`config.mk`:
```
export PLATFORM = sky130hd
export DESIGN_NAME = systolic_feeder
export DESIGN_NICKNAME = d
export VERILOG_FILES = /design/src/rtl/tpu_pkg.sv /design/src/rtl/systolic_feeder_operand_buf.sv /design/src/rtl/systolic_feeder.sv
export SDC_FILE = /design/constraint.sdc
export NUM_CORES = 1
export LEC_CHECK = 0
export CAP_MARGIN = 0
export CORE_ASPECT_RATIO = 0.8
export CORE_MARGIN = 3
export CORE_UTILIZATION = 37
export CTS_CLUSTER_DIAMETER = 200
export CTS_CLUSTER_SIZE = 10
export DETAILED_ROUTE_END_ITERATION = 12
export PLACE_DENSITY = 0.54
export SLEW_MARGIN = 15
export SYNTH_ARGS = -nofsm -noshare
export SYNTH_HDL_FRONTEND = slang
export SYNTH_SLANG_ARGS = --single-unit
```
`constraint.sdc`:
```
create_clock -name clk -period 4.5 [get_ports clk]
set_input_delay 0.45 -clock clk [delete_from_list [all_inputs] [get_ports clk]]
set_output_delay 0.45 -clock clk [all_outputs]
set_load 0.005 [all_outputs]
```
`src/rtl/tpu_pkg.sv`:
```
// Shared definitions for the systolic array front end: feeder FSM states
// and sizing helpers used by the feeder and its operand buffer.
package tpu_pkg;

    typedef enum logic [1:0] {
        S_LOAD   = 2'd0,
        S_WAIT   = 2'd1,
        S_STREAM = 2'd2,
        S_DONE   = 2'd3
    } feeder_state_e;

    localparam int DEF_N      = 2;
    localparam int LD_WORDS   = 2 * DEF_N * DEF_N;
    localparam int STREAM_LEN = 2 * DEF_N - 1;

    function automatic int ld_words(input int n);
        return 2 * n * n;
    endfunction

    function automatic int stream_len(input int n);
        return 2 * n - 1;
    endfunction

    // Bits needed to index 0..depth-1; never narrower than one bit.
    function automatic int cnt_w(input int depth);
        return (depth <= 2) ? 1 : $clog2(depth);
    endfunction

endpackage

```
`src/rtl/systolic_feeder_operand_buf.sv`:
```
// Operand store for one A/B matrix pair: a single write port driven by the
// load index and 2N combinational read ports driven by the skew logic.
module operand_buf
    import tpu_pkg::*;
#(
    parameter  int WIDTH = 8,
    parameter  int N     = 2,
    localparam int DEPTH = ld_words(N),
    localparam int AW    = cnt_w(DEPTH)
) (
    input  logic                          clk,
    input  logic                          i_we,
    input  logic [AW-1:0]                 i_waddr,
    input  logic [WIDTH-1:0]              i_wdata,
    input  logic [2*N-1:0][AW-1:0]        i_raddr,
    output logic [2*N-1:0][WIDTH-1:0]     o_rdata
);

    // Contents are fully rewritten by every load, so no reset is needed.
    logic [WIDTH-1:0] r_mem [DEPTH];

    always_ff @(posedge clk) begin
        if (i_we) r_mem[i_waddr] <= i_wdata;
    end

    for (genvar g = 0; g < 2 * N; g++) begin : g_rd
        assign o_rdata[g] = r_mem[i_raddr[g]];
    end

endmodule

```
`src/rtl/systolic_feeder.sv`:
```
// Loads an A/B matrix pair, then drives the west (A rows) and north (B columns)
// edges of an NxN systolic array with diagonally skewed, registered operands.
module systolic_feeder
    import tpu_pkg::*;
#(
    parameter int WIDTH = 8,
    parameter int N     = 2
) (
    input  logic                 clk,
    input  logic                 rst_n,
    input  logic [WIDTH-1:0]     ld_data,
    input  logic                 ld_valid,
    output logic                 ld_ready,
    input  logic                 start,
    output logic [N*WIDTH-1:0]   a_out,
    output logic [N-1:0]         a_valid,
    output logic [N*WIDTH-1:0]   b_out,
    output logic [N-1:0]         b_valid,
    output logic                 busy,
    output logic                 done
);

    localparam int LDW  = ld_words(N);
    localparam int SLEN = stream_len(N);
    localparam int AW   = cnt_w(LDW);
    localparam int TW   = cnt_w(SLEN);

    feeder_state_e              r_state;
    logic [AW-1:0]              r_idx;
    logic [TW-1:0]              r_t;
    logic [N-1:0][WIDTH-1:0]    r_a, r_b;
    logic [N-1:0]               r_av, r_bv;
    logic                       r_done;

    logic                       w_we, w_last, w_go;
    logic [TW-1:0]              w_tn;
    logic [N-1:0]               w_lv;
    logic [2*N-1:0][AW-1:0]     w_raddr;
    logic [2*N-1:0][WIDTH-1:0]  w_rdata;

    assign w_we   = (r_state == S_LOAD) && ld_valid;
    assign w_last = (r_idx == AW'(LDW - 1));

    // w_go/w_tn: whether the coming edge registers a stream step, and which one.
    always_comb begin
        w_go = 1'b0;
        w_tn = '0;
        if (r_state == S_WAIT && start) begin
            w_go = 1'b1;
        end else if (r_state == S_STREAM && r_t != TW'(SLEN - 1)) begin
            w_go = 1'b1;
            w_tn = r_t + TW'(1);
        end
    end

    // Lane g of row/column g is live while 0 <= t-g < N; A[g][t-g] and B[t-g][g].
    for (genvar g = 0; g < N; g++) begin : g_lane
        int w_d;
        assign w_d            = int'(w_tn) - g;
        assign w_lv[g]        = (w_d >= 0) && (w_d < N);
        assign w_raddr[g]     = w_lv[g] ? AW'(g * N + w_d)         : '0;
        assign w_raddr[N + g] = w_lv[g] ? AW'(N * N + w_d * N + g) : '0;
    end

    operand_buf #(.WIDTH(WIDTH), .N(N)) u_buf (
        .clk     (clk),
        .i_we    (w_we),
        .i_waddr (r_idx),
        .i_wdata (ld_data),
        .i_raddr (w_raddr),
        .o_rdata (w_rdata)
    );

    always_ff @(posedge clk or negedge rst_n) begin
        if (!rst_n) begin
            r_state <= S_LOAD;
            r_idx   <= '0;
            r_t     <= '0;
        end else begin
            case (r_state)
                S_LOAD: if (w_we) begin
                    if (w_last) begin
                        r_idx   <= '0;
                        r_state <= S_WAIT;
                    end else begin
                        r_idx <= r_idx + AW'(1);
                    end
                end
                S_WAIT: if (start) begin
                    r_t     <= '0;
                    r_state <= S_STREAM;
                end
                S_STREAM: if (w_go) begin
                    r_t <= w_tn;
                end else begin
                    r_t     <= '0;
                    r_state <= S_DONE;
                end
                S_DONE:  r_state <= S_LOAD;
                default: r_state <= S_LOAD;
            endcase
        end
    end

    always_ff @(posedge clk or negedge rst_n) begin
        if (!rst_n) begin
            r_a    <= '0;
            r_b    <= '0;
            r_av   <= '0;
            r_bv   <= '0;
            r_done <= 1'b0;
        end else begin
            r_av   <= w_go ? w_lv : '0;
            r_bv   <= w_go ? w_lv : '0;
            r_done <= (r_state == S_STREAM) && !w_go;
            for (int i = 0; i < N; i++) begin
                r_a[i] <= (w_go && w_lv[i]) ? w_rdata[i]     : '0;
                r_b[i] <= (w_go && w_lv[i]) ? w_rdata[N + i] : '0;
            end
        end
    end

    assign a_out    = r_a;
    assign b_out    = r_b;
    assign a_valid  = r_av;
    assign b_valid  = r_bv;
    assign done     = r_done;
    assign ld_ready = (r_state == S_LOAD);
    assign busy     = (r_state != S_LOAD);

endmodule

```
==> results of run 1 <==
==> cell families after synthesis <==
logic type,count (synthesis),share of synthesized area [%]
flip-flops,106,70.3
AND/OR/NAND/NOR,73,9.20
AO/OA/AOI/OAI,36,5.50
multiplexers,36,9.08
buffers and inverters,25,3.31
adder cells (fa/ha/maj),9,2.66
==> state kept, by name (all words and copies together), names as in the netlist <==
| name | count |
|---|---|
| r_t | 2 |
| r_state | 2 |
| r_idx | 3 |
| done | 1 |
| b_valid | 2 |
| u_buf.r_mem | 64 |
| a_out | 16 |
| b_out | 16 |
==> final cells by class <==
type,instances,area [µm²]
Tap cell,144,180
Clock inverter,3,63.8
Fill cell,973,5870
Multi-Input combinational cell,154,1130
Inverter,8,30.0
Timing Repair Buffer,53,518
Clock buffer,13,250
Sequential cell,106,2970
==> worst max-delay path, delay by kind of cell, from the launching register on <==
family	cells	cell delay (ns)
fa+ha+maj	2	0.71
buf+inv	3	0.49
flops	1	0.36
mux	1	0.36
simple gates	4	1.12
==> metrics by stage <==
step | hold slack, ns | util, % | area [µm²] | instances | setup WS, ns
2_1_floorplan | 0.154 | - | 4230 | 285 | 1.87
3_3_place_gp | 0.473 | 43.7 | 4820 | 465 | 1.23
3_5_place_dp | 0.480 | 43.7 | 4820 | 465 | 1.06
4_1_cts | 0.328 | 46.6 | 5130 | 481 | 1.31
5_1_grt | 0.372 | 46.7 | 5140 | 481 | 1.17
6_report | 0.279 | 46.7 | 5140 | 481 | 1.30
==> power groups by stage <==
stage          combinational [mW]  clock, mW  sequential (mW)
6_report                    0.972      0.820             1.27
5_1_grt                      1.06      0.889             1.29
4_1_cts                     0.985      0.838             1.27
3_5_place_dp                0.982          0             1.29
3_3_place_gp                0.973          0             1.29
2_1_floorplan               0.611          0             1.29
==> worst max-delay path by stage <==
stage	startpoint	to	slack [ns]	depth (start not counted)
after global placement	start	a_out[13]$_DFF_PN0_	1.23	9
after CTS	r_state[1]$_DFFE_PN0P_	a_out[13]$_DFF_PN0_	1.31	10
final	r_state[1]$_DFFE_PN0P_	a_out[13]$_DFF_PN0_	1.30	10
after floorplan	r_state[1]$_DFFE_PN0P_	a_out[14]$_DFF_PN0_	1.87	13
after detailed placement	start	a_out[13]$_DFF_PN0_	1.06	9
after global routing	r_state[1]$_DFFE_PN0P_	a_out[13]$_DFF_PN0_	1.17	10
==> layer usage <==
| layer | vias up | part of all wire [%] |
|---|---|---|
| li1 | 1136 | - |
| met1 | 1235 | 47 |
| met2 | 50 | 47 |
| met3 | 8 | 4.6 |
| met4 | 0 | 0.97 |
| met5 | - | 0 |
==> layout by cell type, fill, tap and decap left out, types with 2 or more instances in the layout <==
cell / instances
inv_1: 5
a21o_1: 2
nand2_1: 7
nor3_1: 10
a31oi_1: 8
clkdlybuf4s50_1: 49
nor3_2: 4
edfxtp_1: 64
bufinv_16: 2
clkbuf_1: 3
nor2_1: 23
o21ai_1: 9
o21ai_0: 2
inv_2: 3
nand3_1: 9
mux2_2: 18
a21oi_1: 9
or3_1: 2
nor4_1: 7
ha_1: 9
clkbuf_16: 9
dfrtp_1: 42
mux2i_1: 17
buf_4: 3
==> cells in the mapped netlist <==
library cell,count,share of area [%]
edfxtp_1,64,45
dfrtp_1,42,25
nor2_1,23,2.0
mux2_2,18,4.8
mux2i_1,17,4.0
nor3_1,12,1.4
a21oi_1,9,1.1
ha_1,9,2.7
nand3_1,9,1.1
o21ai_1,9,1.1
a31oi_1,8,1.2
buf_2,7,0.83
nand2_1,7,0.62
nor4_1,7,1.0
inv_1,5,0.44
buf_4,4,0.71
buf_6,3,0.80
inv_2,3,0.27
a21o_1,2,0.35
clkbuf_1,2,0.18
nor3_2,2,0.47
o21ai_0,2,0.24
or3_1,2,0.30
a21bo_1,1,0.24
a21bo_2,1,0.24
a21boi_1,1,0.18
a21oi_4,1,0.38
a221oi_2,1,0.35
a2bb2oi_1,1,0.21
and2_1,1,0.15
and2b_1,1,0.18
and3_1,1,0.15
buf_1,1,0.089
mux2_1,1,0.27
nand2b_1,1,0.15
nand2b_4,1,0.33
nand4_1,1,0.15
nor2b_1,1,0.15
nor3b_2,1,0.30
nor4_2,1,0.30
or3b_1,1,0.21
or3b_2,1,0.21
==> results.sh, run 1 <==
export IMPL_fin_worst_skew_ns=0.0104
export IMPL_core_um2=11000
export IMPL_clock_latency_ns=0.34
export IMPL_post_drt_wl_per_cell_um=18.7
export IMPL_grt_pass1_vias=2468
export IMPL_reg2reg_to="a_out[13]$_DFF_PN0_"
export IMPL_pwr_density_cell_nw_per_um2=595
export IMPL_period_share_pct=71.0
export IMPL_core_rowCount=34
export IMPL_cts_buffers_inserted=9
export IMPL_path_cells="inv_1 > ha_1 > and2_1 > or3_1 > inv_2 > ha_1 > buf_4 > mux2_2 > nor4_1 > nor3_1"
export IMPL_netSwitchingFraction_pct=29.9
export IMPL_synthCells=285
export IMPL_cts_tree="yes"
export IMPL_fmax_mhz=313
export IMPL_setup_tns_ns=0
export IMPL_layout_min_cycle_time_ns=3.20
export IMPL_cts_setup_buffers=0
export IMPL_yosysWarnings=0
export IMPL_clk_path_buf_depth=2
export IMPL_crit_arrival_ns=3.39
export IMPL_maxSlewViolCount=0
export IMPL_rsz0062_at_grt="false"
export IMPL_ctsResizeCount=0
export IMPL_use_met1_pct=20.7
export IMPL_synth_area_um2=4230
export IMPL_drv_cap=0
export IMPL_grt_first_pass_wirelength_um=14200
export IMPL_ir_worst_vdd_uv=278
export IMPL_grt_max_degree=43
export IMPL_ant_nets=0
export IMPL_outcome="finished clean"
export IMPL_place_gp_congestion=0.801
export IMPL_ys_seq_area_share_pct=70.3
export IMPL_io_pin_count=51
export IMPL_max_stage_delay_ns=0.44
export IMPL_rrSetupSlack_ns=1.30
export IMPL_crit_required_ns=4.69
export IMPL_diodes=0
export IMPL_place_hpwl_um=6130
export IMPL_slowest_stage="or3_1"
export IMPL_worst_slew_pin_slew_ns=0.994
export IMPL_met2_usage_pct=23.8
export IMPL_drive_above_1_share_pct=14.2
export IMPL_cts_hold_buffers=0
export IMPL_synth_nets=306
export IMPL_critical_path_class="flip-flop to flip-flop"
export IMPL_drc_errors=0
export IMPL_dr_pass1_iters=4
export IMPL_grt_overflow=0
export IMPL_path_max_fanout=16
export IMPL_fp_dieW_um=126
export IMPL_cp_start_kind="flip-flop"
export IMPL_vias=2429
export IMPL_clock_sinks=106
export IMPL_rr_worst_depth=10
export IMPL_fp_dieArea_um2=12800
export IMPL_max_slew_margin_pct=33.7
export IMPL_htree_levels=3
export IMPL_routed_wl_um=9010
export IMPL_top_usage_layer="met2"
export IMPL_initial_core_util_pct=38.4
export IMPL_p_leak_nw=1.89
export IMPL_nNetsFinal=353
export IMPL_antenna_found_initial=0
export IMPL_clkPwrFrac_pct=26.8
export IMPL_ys_ff_latch=106
export IMPL_hold_viol_final=0
export IMPL_p_comb_share_pct=31.7
export IMPL_internal_power_mw=2.15
export IMPL_switching_power_mw=0.914
export IMPL_syn_to_final_growth_pct=21.6
export IMPL_grtUsageTotal_pct=14.9
export IMPL_cp_end_kind="flip-flop"
export IMPL_fp_dieH_um=102
export IMPL_setup_viol=0
export IMPL_initialDrtViolationCount=172
export IMPL_hold_path_class="input pin to async pin"
export IMPL_clk_pin_slew_ns=0.07
export IMPL_r2r_start="r_state[1]$_DFFE_PN0P_"
export IMPL_grtUsageMet3_pct=3.95
export IMPL_ys_types=42
export IMPL_viasPerCell=5.05
export IMPL_power_mw=3.06
export IMPL_port_buffers=50
export IMPL_cts_root_buffer="clkbuf_16"
export IMPL_pwr_share_seq_pct=41.5
export IMPL_crit_top_cell="ha_1"
export IMPL_syn_avg_cell_area_um2=14.8
(Power assumes the default switching activity.)
==> inputs of run 2 (changes only) <==
Settings changed: PLACE_DENSITY 0.54 to 0.56.
Clock period 4.5 ns to 2.6 ns, I/O delays scaled along.
==> results.sh, run 2 (same netlist as run 1, synthesis figures left out) <==
export IMPL_antenna_found_initial=0
export IMPL_grtUsageMet3_pct=3.80
export IMPL_period_share_pct=93.2
export IMPL_diodes=0
export IMPL_crit_required_ns=2.80
export IMPL_grt_overflow=0
export IMPL_syn_to_final_growth_pct=24.0
export IMPL_largest_register_ffs=64
export IMPL_ir_worst_vdd_uv=466
export IMPL_initialDrtViolationCount=137
export IMPL_grt_max_degree=43
export IMPL_hold_viol_final=0
export IMPL_io_pin_count=51
export IMPL_dr_pass1_iters=4
export IMPL_top_register="u_buf.r_mem"
export IMPL_initial_core_util_pct=38.4
export IMPL_grt_pass1_vias=2517
export IMPL_cts_root_buffer="clkbuf_16"
export IMPL_routed_wl_um=8880
export IMPL_htree_levels=3
export IMPL_setup_tns_ns=0
export IMPL_hold_path_class="input pin to async pin"
export IMPL_drc_errors=0
export IMPL_fin_worst_skew_ns=0.00695
export IMPL_use_met1_pct=19.6
export IMPL_fill_cells=982
export IMPL_final_area_um2=5250
export IMPL_fp_dieH_um=102
export IMPL_clock_latency_ns=0.34
export IMPL_p_leak_nw=1.97
export IMPL_top_usage_layer="met2"
export IMPL_clk_path_buf_depth=2
export IMPL_cts_setup_buffers=0
export IMPL_core_um2=11000
export IMPL_setup_viol=0
export IMPL_finish_utilization_pct=47.6
export IMPL_port_buffers=50
export IMPL_path_max_fanout=24
export IMPL_place_hpwl_um=6020
export IMPL_critical_path_class="flip-flop to flip-flop"
export IMPL_pwr_density_cell_nw_per_um2=1000
export IMPL_final_common_cell="edfxtp_1"
export IMPL_layout_min_cycle_time_ns=2.42
export IMPL_fp_dieW_um=126
export IMPL_core_rowCount=34
export IMPL_cts_buffers_inserted=9
export IMPL_clk_pin_slew_ns=0.07
export IMPL_cp_start_kind="flip-flop"
export IMPL_maxSlewViolCount=0
export IMPL_vias=2457
export IMPL_grt_first_pass_wirelength_um=14100
export IMPL_max_slew_margin_pct=33.9
export IMPL_place_gp_congestion=0.817
export IMPL_rsz0062_at_grt="false"
export IMPL_outcome="finished clean"
export IMPL_viasPerCell=4.92
export IMPL_cp_end_kind="flip-flop"
export IMPL_crit_arrival_ns=2.62
export IMPL_cts_tree="yes"
export IMPL_final_cell_mix="64 x edfxtp_1, 49 x clkdlybuf4s50_1, 42 x dfrtp_1"
export IMPL_drive_above_1_share_pct=18.6
export IMPL_nNetsFinal=371
export IMPL_fp_dieArea_um2=12800
export IMPL_placed_area_um2=4970
export IMPL_post_drt_wl_per_cell_um=17.8
export IMPL_drv_cap=0
export IMPL_power_mw=5.25
export IMPL_worst_slew_pin_slew_ns=0.992
export IMPL_ant_nets=0
export IMPL_grtUsageTotal_pct=14.8
export IMPL_met2_usage_pct=24.1
export IMPL_clock_sinks=106
export IMPL_fmax_mhz=413
[run 2: cell types whose count changed in the layout (fill, tap and decap cells not counted), moves of 2 or more]
cell / change
buf_4: +17
nor3_2: -2
nor3_1: +2
clkbuf_1: -2
bufinv_16: -2
clkinv_4: +2
[run 2: power by group]
group / switching [mW] / total (mW) / internal [mW]
Clock: 0.564 / 1.24 / 0.671
Combinational: 0.938 / 1.82 / 0.885
Sequential: 0.120 / 2.19 / 2.07
[run 2: routing by layer]
| metal | part of all wire [%] | up-vias |
|---|---|---|
| li1 | - | 1172 |
| met1 | 46 | 1216 |
| met2 | 48 | 54 |
| met3 | 5.1 | 15 |
| met4 | 1.5 | 0 |
| met5 | 0 | - |
[run 2: what timing repair did]
action | in CTS | in global routing
gates resized for setup | 0 | 1
setup endpoints to repair | 0 | 7
hold buffers | 0 | 0
[run 2: cell type report]
type                    instances  area, µm²  area share [%]
multi-input cells             154       1120            21.4
flip-flops and latches        106       2970            56.7
inverters                       8       30.0           0.573
repair buffers                 71        666            12.7
well taps                     144        180            3.44
clock inverters                 5       30.0           0.573
clock buffers                  11        243            4.63
[run 2: stage by stage]
stage / worst slack (ns) / hold WS (ns) / cells
2_1_floorplan: -0.000203 / -0.0356 / 285
3_3_place_gp: 0.0854 / 0.469 / 483
3_5_place_dp: 0.0421 / 0.475 / 483
4_1_cts: 0.0868 / 0.118 / 499
5_1_grt: 0.00102 / 0.174 / 499
6_report: 0.177 / 0.0914 / 499
[run 2: critical path: stages, from the launching register on]
cell     delay (ns)
dfrtp_1        0.36
inv_1          0.08
ha_1           0.19
and2_1         0.17
or3_1          0.39
inv_2          0.06
ha_1           0.18
buf_12         0.20
mux2_2         0.36
nor4_1         0.18
nor3_1         0.08
[run 2: final timing paths]
path,slack (ns),endpoint,cells after the start,start
max reg2reg,0.18,a_out[12]$_DFF_PN0_,10,r_state[1]$_DFFE_PN0P_
max,0.18,a_out[12]$_DFF_PN0_,10,r_state[1]$_DFFE_PN0P_
max in group asynchronous,1.91,r_idx[2]$_DFFE_PN0P_,1,rst_n
min in group clk,0.49,b_out[13]$_DFF_PN0_,2,u_buf.r_mem[5][5]$_DFFE_PP_
min,0.09,b_out[12]$_DFF_PN0_,1,rst_n
min reg2reg,0.49,b_out[13]$_DFF_PN0_,2,u_buf.r_mem[5][5]$_DFFE_PP_
